[config.mk]
export PLATFORM = sky130hd
export DESIGN_NAME = sts_pack
export DESIGN_NICKNAME = d
export VERILOG_FILES = /design/src/rtl/sts_pack.sv
export SDC_FILE = /design/constraint.sdc
export NUM_CORES = 1
export LEC_CHECK = 0
export BUFFER_PORTS_ARGS = -buffer_cell sky130_fd_sc_hd__buf_2
export CAP_MARGIN = 20
export CORE_ASPECT_RATIO = 1.25
export CORE_MARGIN = 4
export CORE_UTILIZATION = 28
export CTS_CLUSTER_SIZE = 10
export DETAILED_ROUTE_END_ITERATION = 12
export GPL_TIMING_DRIVEN = 0
export PLACE_DENSITY = 0.45
export RECOVER_POWER = 100
export SLEW_MARGIN = 25
export SYNTH_ARGS = -nofsm -noshare
export SYNTH_HDL_FRONTEND = slang
export SYNTH_SLANG_ARGS = --single-unit
[constraint.sdc]
create_clock -name aclk -period 2.9 [get_ports aclk]
set_input_delay 0.145 -clock aclk [delete_from_list [all_inputs] [get_ports aclk]]
set_output_delay 0.145 -clock aclk [all_outputs]
set_load 0.005 [all_outputs]
[src/rtl/sts_pack.sv]
// Status packer: trigger counter, |A|+|B| peak hold, sticky clip flags and a
// freeze/snapshot register feeding the PS status bank. Optional timestamp: STS_PACK_TIMESTAMP_EN.
module sts_pack #(
    parameter int STS_DATA_WIDTH = 160,
    parameter int WR_ADDR_WIDTH  = 32,
    parameter int TRG_CNT_WIDTH  = 32,
    parameter int MAX_SUM_WIDTH  = 17
) (
    input  logic                      aclk,
    input  logic                      aresetn,
    input  logic [WR_ADDR_WIDTH-1:0]  wr_addr,
    input  logic                      trg_pulse,
    input  logic                      nreset_trg,
    input  logic [MAX_SUM_WIDTH-1:0]  sum_abs,
    input  logic                      sum_valid,
    input  logic                      nreset_max_sum,
    input  logic                      clip_a,
    input  logic                      clip_b,
    input  logic                      freeze,
    output logic [STS_DATA_WIDTH-1:0] sts_data,
    output logic                      frozen
);

    localparam int TRG_LSB   = 32;
    localparam int MAX_LSB   = 64;
    localparam int CLIPA_BIT = 96;
    localparam int CLIPB_BIT = 97;
    localparam int OVF_BIT   = 98;
    localparam int SNAP_LSB  = 104;
    localparam int SNAP_W    = 8;
    localparam int TS_LSB    = 128;
    localparam int TS_W      = 32;

    typedef enum logic {LIVE, HOLD} state_t;

    if (STS_DATA_WIDTH < 128) begin : g_chk_width
        $error("sts_pack: STS_DATA_WIDTH must be >= 128");
    end
    if (WR_ADDR_WIDTH > STS_DATA_WIDTH) begin : g_chk_wr
        $error("sts_pack: wr_addr field exceeds STS_DATA_WIDTH");
    end
    if (TRG_LSB + TRG_CNT_WIDTH > STS_DATA_WIDTH) begin : g_chk_trg
        $error("sts_pack: trg_cnt field exceeds STS_DATA_WIDTH");
    end
    if (MAX_LSB + MAX_SUM_WIDTH > STS_DATA_WIDTH) begin : g_chk_max
        $error("sts_pack: max_sum field exceeds STS_DATA_WIDTH");
    end
    if (SNAP_LSB + SNAP_W > STS_DATA_WIDTH) begin : g_chk_snap
        $error("sts_pack: snap_seq field exceeds STS_DATA_WIDTH");
    end

    logic [TRG_CNT_WIDTH-1:0]  trg_cnt_q, trg_cnt_d;
    logic                      trg_ovf_q, trg_ovf_d;
    logic [MAX_SUM_WIDTH-1:0]  max_sum_q, max_sum_d;
    logic                      clip_a_st_q, clip_a_st_d;
    logic                      clip_b_st_q, clip_b_st_d;
    logic [SNAP_W-1:0]         snap_seq_q, snap_seq_d;
    state_t                    state_q, state_d;
    logic [STS_DATA_WIDTH-1:0] sts_data_q, sts_data_d;
    logic                      frozen_q, frozen_d;
    logic [STS_DATA_WIDTH-1:0] live_word;
    logic                      load_live;
`ifdef STS_PACK_TIMESTAMP_EN
    logic [TS_W-1:0]           ts_q, ts_d;

    if (TS_LSB + TS_W > STS_DATA_WIDTH) begin : g_chk_ts
        $error("sts_pack: timestamp requires STS_DATA_WIDTH >= 160");
    end

    assign ts_d = ts_q + TS_W'(1);
`endif

    // NOTE: every always_comb output gets a default first, so no path can infer a latch.
    always_comb begin
        trg_cnt_d = trg_cnt_q;
        trg_ovf_d = trg_ovf_q;
        if (!nreset_trg) begin
            trg_cnt_d = '0;
            trg_ovf_d = 1'b0;
        end else if (trg_pulse) begin
            // A pulse that finds the counter full is a lost event: hold and flag it.
            if (&trg_cnt_q) trg_ovf_d = 1'b1;
            else            trg_cnt_d = trg_cnt_q + TRG_CNT_WIDTH'(1);
        end
    end

    always_comb begin
        max_sum_d   = max_sum_q;
        clip_a_st_d = clip_a_st_q;
        clip_b_st_d = clip_b_st_q;
        if (!nreset_max_sum) begin
            max_sum_d   = '0;
            clip_a_st_d = 1'b0;
            clip_b_st_d = 1'b0;
        end else begin
            if (sum_valid && (sum_abs > max_sum_q)) max_sum_d = sum_abs;
            if (clip_a) clip_a_st_d = 1'b1;
            if (clip_b) clip_b_st_d = 1'b1;
        end
    end

    always_comb begin
        state_d    = state_q;
        snap_seq_d = snap_seq_q;
        frozen_d   = frozen_q;
        load_live  = 1'b0;
        case (state_q)
            LIVE: begin
                load_live = 1'b1;
                if (freeze) begin
                    state_d    = HOLD;
                    snap_seq_d = snap_seq_q + SNAP_W'(1);
                    frozen_d   = 1'b1;
                end
            end
            HOLD: begin
                if (!freeze) begin
                    state_d   = LIVE;
                    frozen_d  = 1'b0;
                    load_live = 1'b1;
                end
            end
            default: state_d = LIVE;
        endcase
    end

    // snap_seq_d is packed so the capturing edge already carries the new sequence number.
    always_comb begin
        live_word                            = '0;
        live_word[WR_ADDR_WIDTH-1:0]         = wr_addr;
        live_word[TRG_LSB +: TRG_CNT_WIDTH]  = trg_cnt_q;
        live_word[MAX_LSB +: MAX_SUM_WIDTH]  = max_sum_q;
        live_word[CLIPA_BIT]                 = clip_a_st_q;
        live_word[CLIPB_BIT]                 = clip_b_st_q;
        live_word[OVF_BIT]                   = trg_ovf_q;
        live_word[SNAP_LSB +: SNAP_W]        = snap_seq_d;
`ifdef STS_PACK_TIMESTAMP_EN
        live_word[TS_LSB +: TS_W]            = ts_q;
`endif
        sts_data_d = load_live ? live_word : sts_data_q;
    end

    // NOTE: sequential state uses non-blocking assignments only, so every flop samples pre-edge values.
    always_ff @(posedge aclk or negedge aresetn) begin
        if (!aresetn) begin
            trg_cnt_q   <= '0;
            trg_ovf_q   <= 1'b0;
            max_sum_q   <= '0;
            clip_a_st_q <= 1'b0;
            clip_b_st_q <= 1'b0;
            snap_seq_q  <= '0;
            state_q     <= LIVE;
            sts_data_q  <= '0;
            frozen_q    <= 1'b0;
`ifdef STS_PACK_TIMESTAMP_EN
            ts_q        <= '0;
`endif
        end else begin
            trg_cnt_q   <= trg_cnt_d;
            trg_ovf_q   <= trg_ovf_d;
            max_sum_q   <= max_sum_d;
            clip_a_st_q <= clip_a_st_d;
            clip_b_st_q <= clip_b_st_d;
            snap_seq_q  <= snap_seq_d;
            state_q     <= state_d;
            sts_data_q  <= sts_data_d;
            frozen_q    <= frozen_d;
`ifdef STS_PACK_TIMESTAMP_EN
            ts_q        <= ts_d;
`endif
        end
    end

    assign sts_data = sts_data_q;
    assign frozen   = frozen_q;

endmodule

### Yosys cells after proc, flatten, opt, wreduce, memory -nomap -nowiden

Cells that the tools add are included.

| storage, ports and cells | value |
|---|---|
| flip-flop bits (word level) | 154 |
| output and inout bits | 161 |

| operators by class | value |
|---|---|
| $add $sub $neg | 2 |
| $lt $le $gt $ge | 1 |
| equal/unequal tests | 8 |
| multiplexer cells | 20 |
| bitwise logic cells | 1 |
| reductions and logical operators | 5 |

Operators by type and width:

| cell | number |
|---|---|
| 32-bit two-way mux | 3 |
| 17-bit two-way mux | 2 |
| 32-bit by 1-bit adder with 32-bit output (second input constant) | 1 |
| 32-bit AND reduction | 1 |
| 17-bit greater-than comparator | 1 |
| 8-bit two-way mux | 2 |
| 1-bit two-way mux | 11 |
| 8-bit by 1-bit adder with 8-bit output (second input constant) | 1 |
| 2-bit by 1-bit != test with 1-bit output (second input constant) | 4 |
| 2-bit != test (second input constant) | 4 |
| 2-bit AND reduction | 3 |
| 1-bit one-hot mux with 2 select lines | 2 |
| 1-bit logical AND | 1 |
| 1-bit NOT | 1 |

### Depth between registers and ports, before layout

| logic depth | value |
|---|---|
| depth in word-level cells | 4 |
| depth in mapped cells | 9 |
| gate-level depth less buffers | 7 |

### Worst setup path after synthesis

No wires, ideal clock.

| timing | value |
|---|---|
| path kind | flip-flop to flip-flop |
| from | register max_sum_q[2] |
| to | register max_sum_q[10] |
| setup time | 0.146 ns |
| arrival time | 2.342 ns |
| slack | 0.411 ns |
| cell stages (with the launch flop) | 10 |
| cells stage by stage | dfrtp_1 > inv_1 > ha_1 > a21o_1 > a221o_1 > a2111oi_0 > o22ai_1 > buf_1 > clkbuf_1 > mux2i_1 |

| between the ends | value |
|---|---|
| longest elaborated chain between the ends | 3 |

Ends and longest elaborated chain:

| what | line | source |
|---|---|---|
| start: declaration | 54 | `logic [MAX_SUM_WIDTH-1:0] max_sum_q, max_sum_d;` |
| start signal: assignment | 161 | `max_sum_q <= max_sum_d;` |
| 17-bit greater-than comparator | 96 | `if (sum_valid && (sum_abs > max_sum_q)) max_sum_d = sum_abs;` |
| 1-bit logical AND | 96 |  |
| 2-bit by 1-bit != test with 1-bit output (no source line) | -- |  |

No other way between the ends.
A chain may end at the register's enable or synchronous reset.

### Worst setup path after layout

| timing | value |
|---|---|
| from | register max_sum_q[2] |
| to | register max_sum_q[15] |

Same word-level chain as after synthesis.

==> out/results.txt <==
Status = finished, violations left
Violated checks = capacitance limit, slew limit
Post-synthesis simple-gate area fraction = 11.6%
Avg WL per Cell = 14.1 um
Share of cells above drive strength 1 = 27.5%
Peak supply drop = 0.000386 V
IO Pins = 219
RSZ-0062 raised after global routing = no
Syn avg cell area = 11.3 um^2
Min Tclk post-route = 2.62 ns
Power per cell area = 561 nW/um^2
Portion of netlist area occupied by mux cells = 14.3%
Pin count of the biggest net entering global routing = 88
Via density = 4.23
Post-synth EDFFs = 0
Slew HR = -20.5%
Buffer levels on the longest clock path = 2
Antenna-violating nets left = 0
Sequential area share after synthesis = 52.2%
Initial drt markers = 248
Filler cells = 2661
Mapped Cells = 654
MaxCap Viol Count = 1
Nets = 1021
Ys async rst share = 100%
Area growth, synth to finish = 33.8%
Clock Latency Late Sink = 0.43 ns
Tot GR Track Use = 12.7%
Util after Layout = 38.0%
Ys flop type = dfrtp_1
FF+latch count, synth = 154
Multi-input gate area = 3050 um^2
CTS buffer count = 17
Largest family of logic cells by synthesized area = multiplexers
Compound-Gate Fraction of Synth Area = 7.14%
I/O Buffers = 149
CP Capture Type = register
Hold Vio Cnt, Final = 0
CTS clk-pin slew, worst paths = 0.06 ns
Reg-to-reg slack, setup = 0.28 ns
Final Max Tran Viols = 69
Final non-filler cell total = 1296
Fin worst setup slack = 0.281 ns
Pleak = 0.00465 uW
Final Skew = 0.0165 ns
CTS tree = built
Via count = 5484
Critical hold path startpoint = nreset_trg
Reg2Reg Depth = 9
WP data required = 3.20 ns
Root buf cell = clkbuf_16
Fmax = 0.382 GHz
Drt pass-1 iters = 4
Drt total wl = 18300 um
Initial Utilization = 28.4%
Ys Warns = 0
Die area = 29000 um^2
Chip Height = 190 um
Post-synth cell types = 50
Vias in the first global route = 5589
Final Cycle Share = 90.3%
Die width = 153 um
CTS H-Tree Depth = 4
Grt ovf = 0
Xor/xnor cell area share of the yosys netlist = 1.42%
Crit start category = register
Setup TNS Final = 0 ns
Final HPWL DP = 13100 um
Hold path endpoint = trg_cnt_q[17]
First-pass GRT wire length = 29600 um
Routability Congestion = 0.749
Reg-to-reg endpoint = max_sum_q[15]
Slew @ Worst Pin = 1.81 ns
Diodes inserted = 0
Hold Crit Class = in -> reg
Drc violations = 0
Seq. cell area = 3850 um^2
CP Class = reg -> reg
Final setup viols = 0
Pre-CTS setup slack = -0.0176 ns
Cells after DPL = 1211
FP Rows = 66
Initial antenna violation count = 0
CTS sink cnt = 154
Core ar. = 26000 um^2
Worst EP arrival = 2.92 ns
Netlist Area Pre-Place = 7380 um^2
Worst r2r src = max_sum_q[2]
Post-synthesis adder-cell area fraction = 3.39%
Worst hold path cell count = 3
Critical Path Fanout Max = 10
critical path, stage by stage (launching register included):
cell and delay [ns]:
dfrtp_1 0.34, inv_1 0.06, ha_1 0.31, a21o_1 0.17, a221o_1 0.33, a2111oi_0 0.43, o22ai_1 0.16, clkbuf_2 0.25
buf_2 0.29, mux2i_1 0.16
worst max-delay path by stage:
stage	from	endpoint
2_1_floorplan	max_sum_q[2]	max_sum_q[10]
5_1_grt	aresetn	snap_seq_q[5]
4_1_cts	max_sum_q[2]	max_sum_q[15]
6_report	max_sum_q[2]	max_sum_q[15]
3_3_place_gp	aresetn	sts_data[74]
3_5_place_dp	max_sum_q[6]	max_sum_q[15]
report_power, final:
group	switching, uW	total, uW	internal, uW	leakage [uW]
Sequential	102	2420	2320	0.00203
Clock	906	2390	1480	0.000299
Combinational	362	728	366	0.00233
Total	1370	5540	4170	0.00465
flip-flops by register name, indices dropped and copies added (netlist names):
| name | count |
|---|---|
| state_q | 1 |
| snap_seq_q | 8 |
| trg_cnt_q | 32 |
| max_sum_q | 17 |
| trg_ovf_q | 1 |
| clip_b_st_q | 1 |
| frozen | 1 |
| clip_a_st_q | 1 |
| sts_data | 92 |
timing repair:
action,in CTS,in global routing
setup endpoints to repair,10,18
pin swaps,0,0
buffers inserted,0,0
hold buffers,53,0
gates resized for setup,1,3
endpoints found under the hold margin,119,0
kinds of logic (layout without fill, tap and decap cells):
group                    after synthesis  after routing
buffers and inverters                120            355
AO/OA/AOI/OAI                         84             84
other                                  1             68
AND/OR/NAND/NOR                      167            167
multiplexers                          96             96
flip-flops                           154            154
XOR/XNOR                              12             12
adder cells (fa/ha/maj)               20             20
stage by stage:
stage	instance area [um^2]	hold slack (ns)	power (uW)
2_1_floorplan	7630	-0.151	2850
3_3_place_gp	8800	0.283	3160
3_5_place_dp	8840	0.147	3180
4_1_cts	10000	0.00742	5680
5_1_grt	9880	0.0426	5820
6_report	9880	0.0265	5540
synthesized netlist by cell type, drive strengths merged, types with 6 or more instances:
master | count | area (um^2)
and2 | 6 | 37.5
nand4 | 12 | 96.3
o211ai | 8 | 60.1
inv | 23 | 86.3
mux2 | 75 | 845
nand2 | 81 | 304
o21ai | 32 | 160
xor2 | 7 | 61.3
mux2i | 21 | 210
and4 | 8 | 70.1
dfrtp | 154 | 3850
clkbuf | 25 | 98.8
buf | 71 | 537
or4 | 8 | 60.1
or3 | 12 | 81.3
nand3 | 11 | 55.1
ha | 20 | 250
nor2 | 11 | 41.3
a21oi | 16 | 80.1
o21a | 8 | 60.1
o31ai | 7 | 52.6
cell usage in the layout (no fill, tap or decap), types with 21 or more instances in the layout:
| cell | synthesis | final |
|---|---|---|
| clkbuf_1 | 23 | 92 |
| conb_1 | 1 | 68 |
| dlygate4sd3_1 | 0 | 53 |
| inv_1 | 23 | 23 |
| buf_4 | 68 | 68 |
| o21ai_0 | 32 | 32 |
| dfrtp_1 | 154 | 154 |
| buf_2 | 0 | 79 |
| nand2_1 | 81 | 81 |
| mux2i_1 | 21 | 21 |
| mux2_2 | 75 | 74 |
final cells by class:
| type | instances | area share, % |
|---|---|---|
| buffer | 97 | 6.47 |
| clock buffer | 21 | 4.66 |
| clock inverter | 11 | 1.68 |
| inverter | 23 | 0.874 |
| multi-input combinational | 447 | 30.9 |
| sequential | 154 | 39.0 |
| tap | 340 | 4.31 |
| timing repair buffer | 203 | 12.1 |
per-layer routing:
metal	global-route usage, %	wire [um]
met5	0	0
met3	3.46	1060
met4	4.01	246
met2	21.1	8890
met1	16.1	8100
Note: power is estimated with default switching activity, not from simulation.
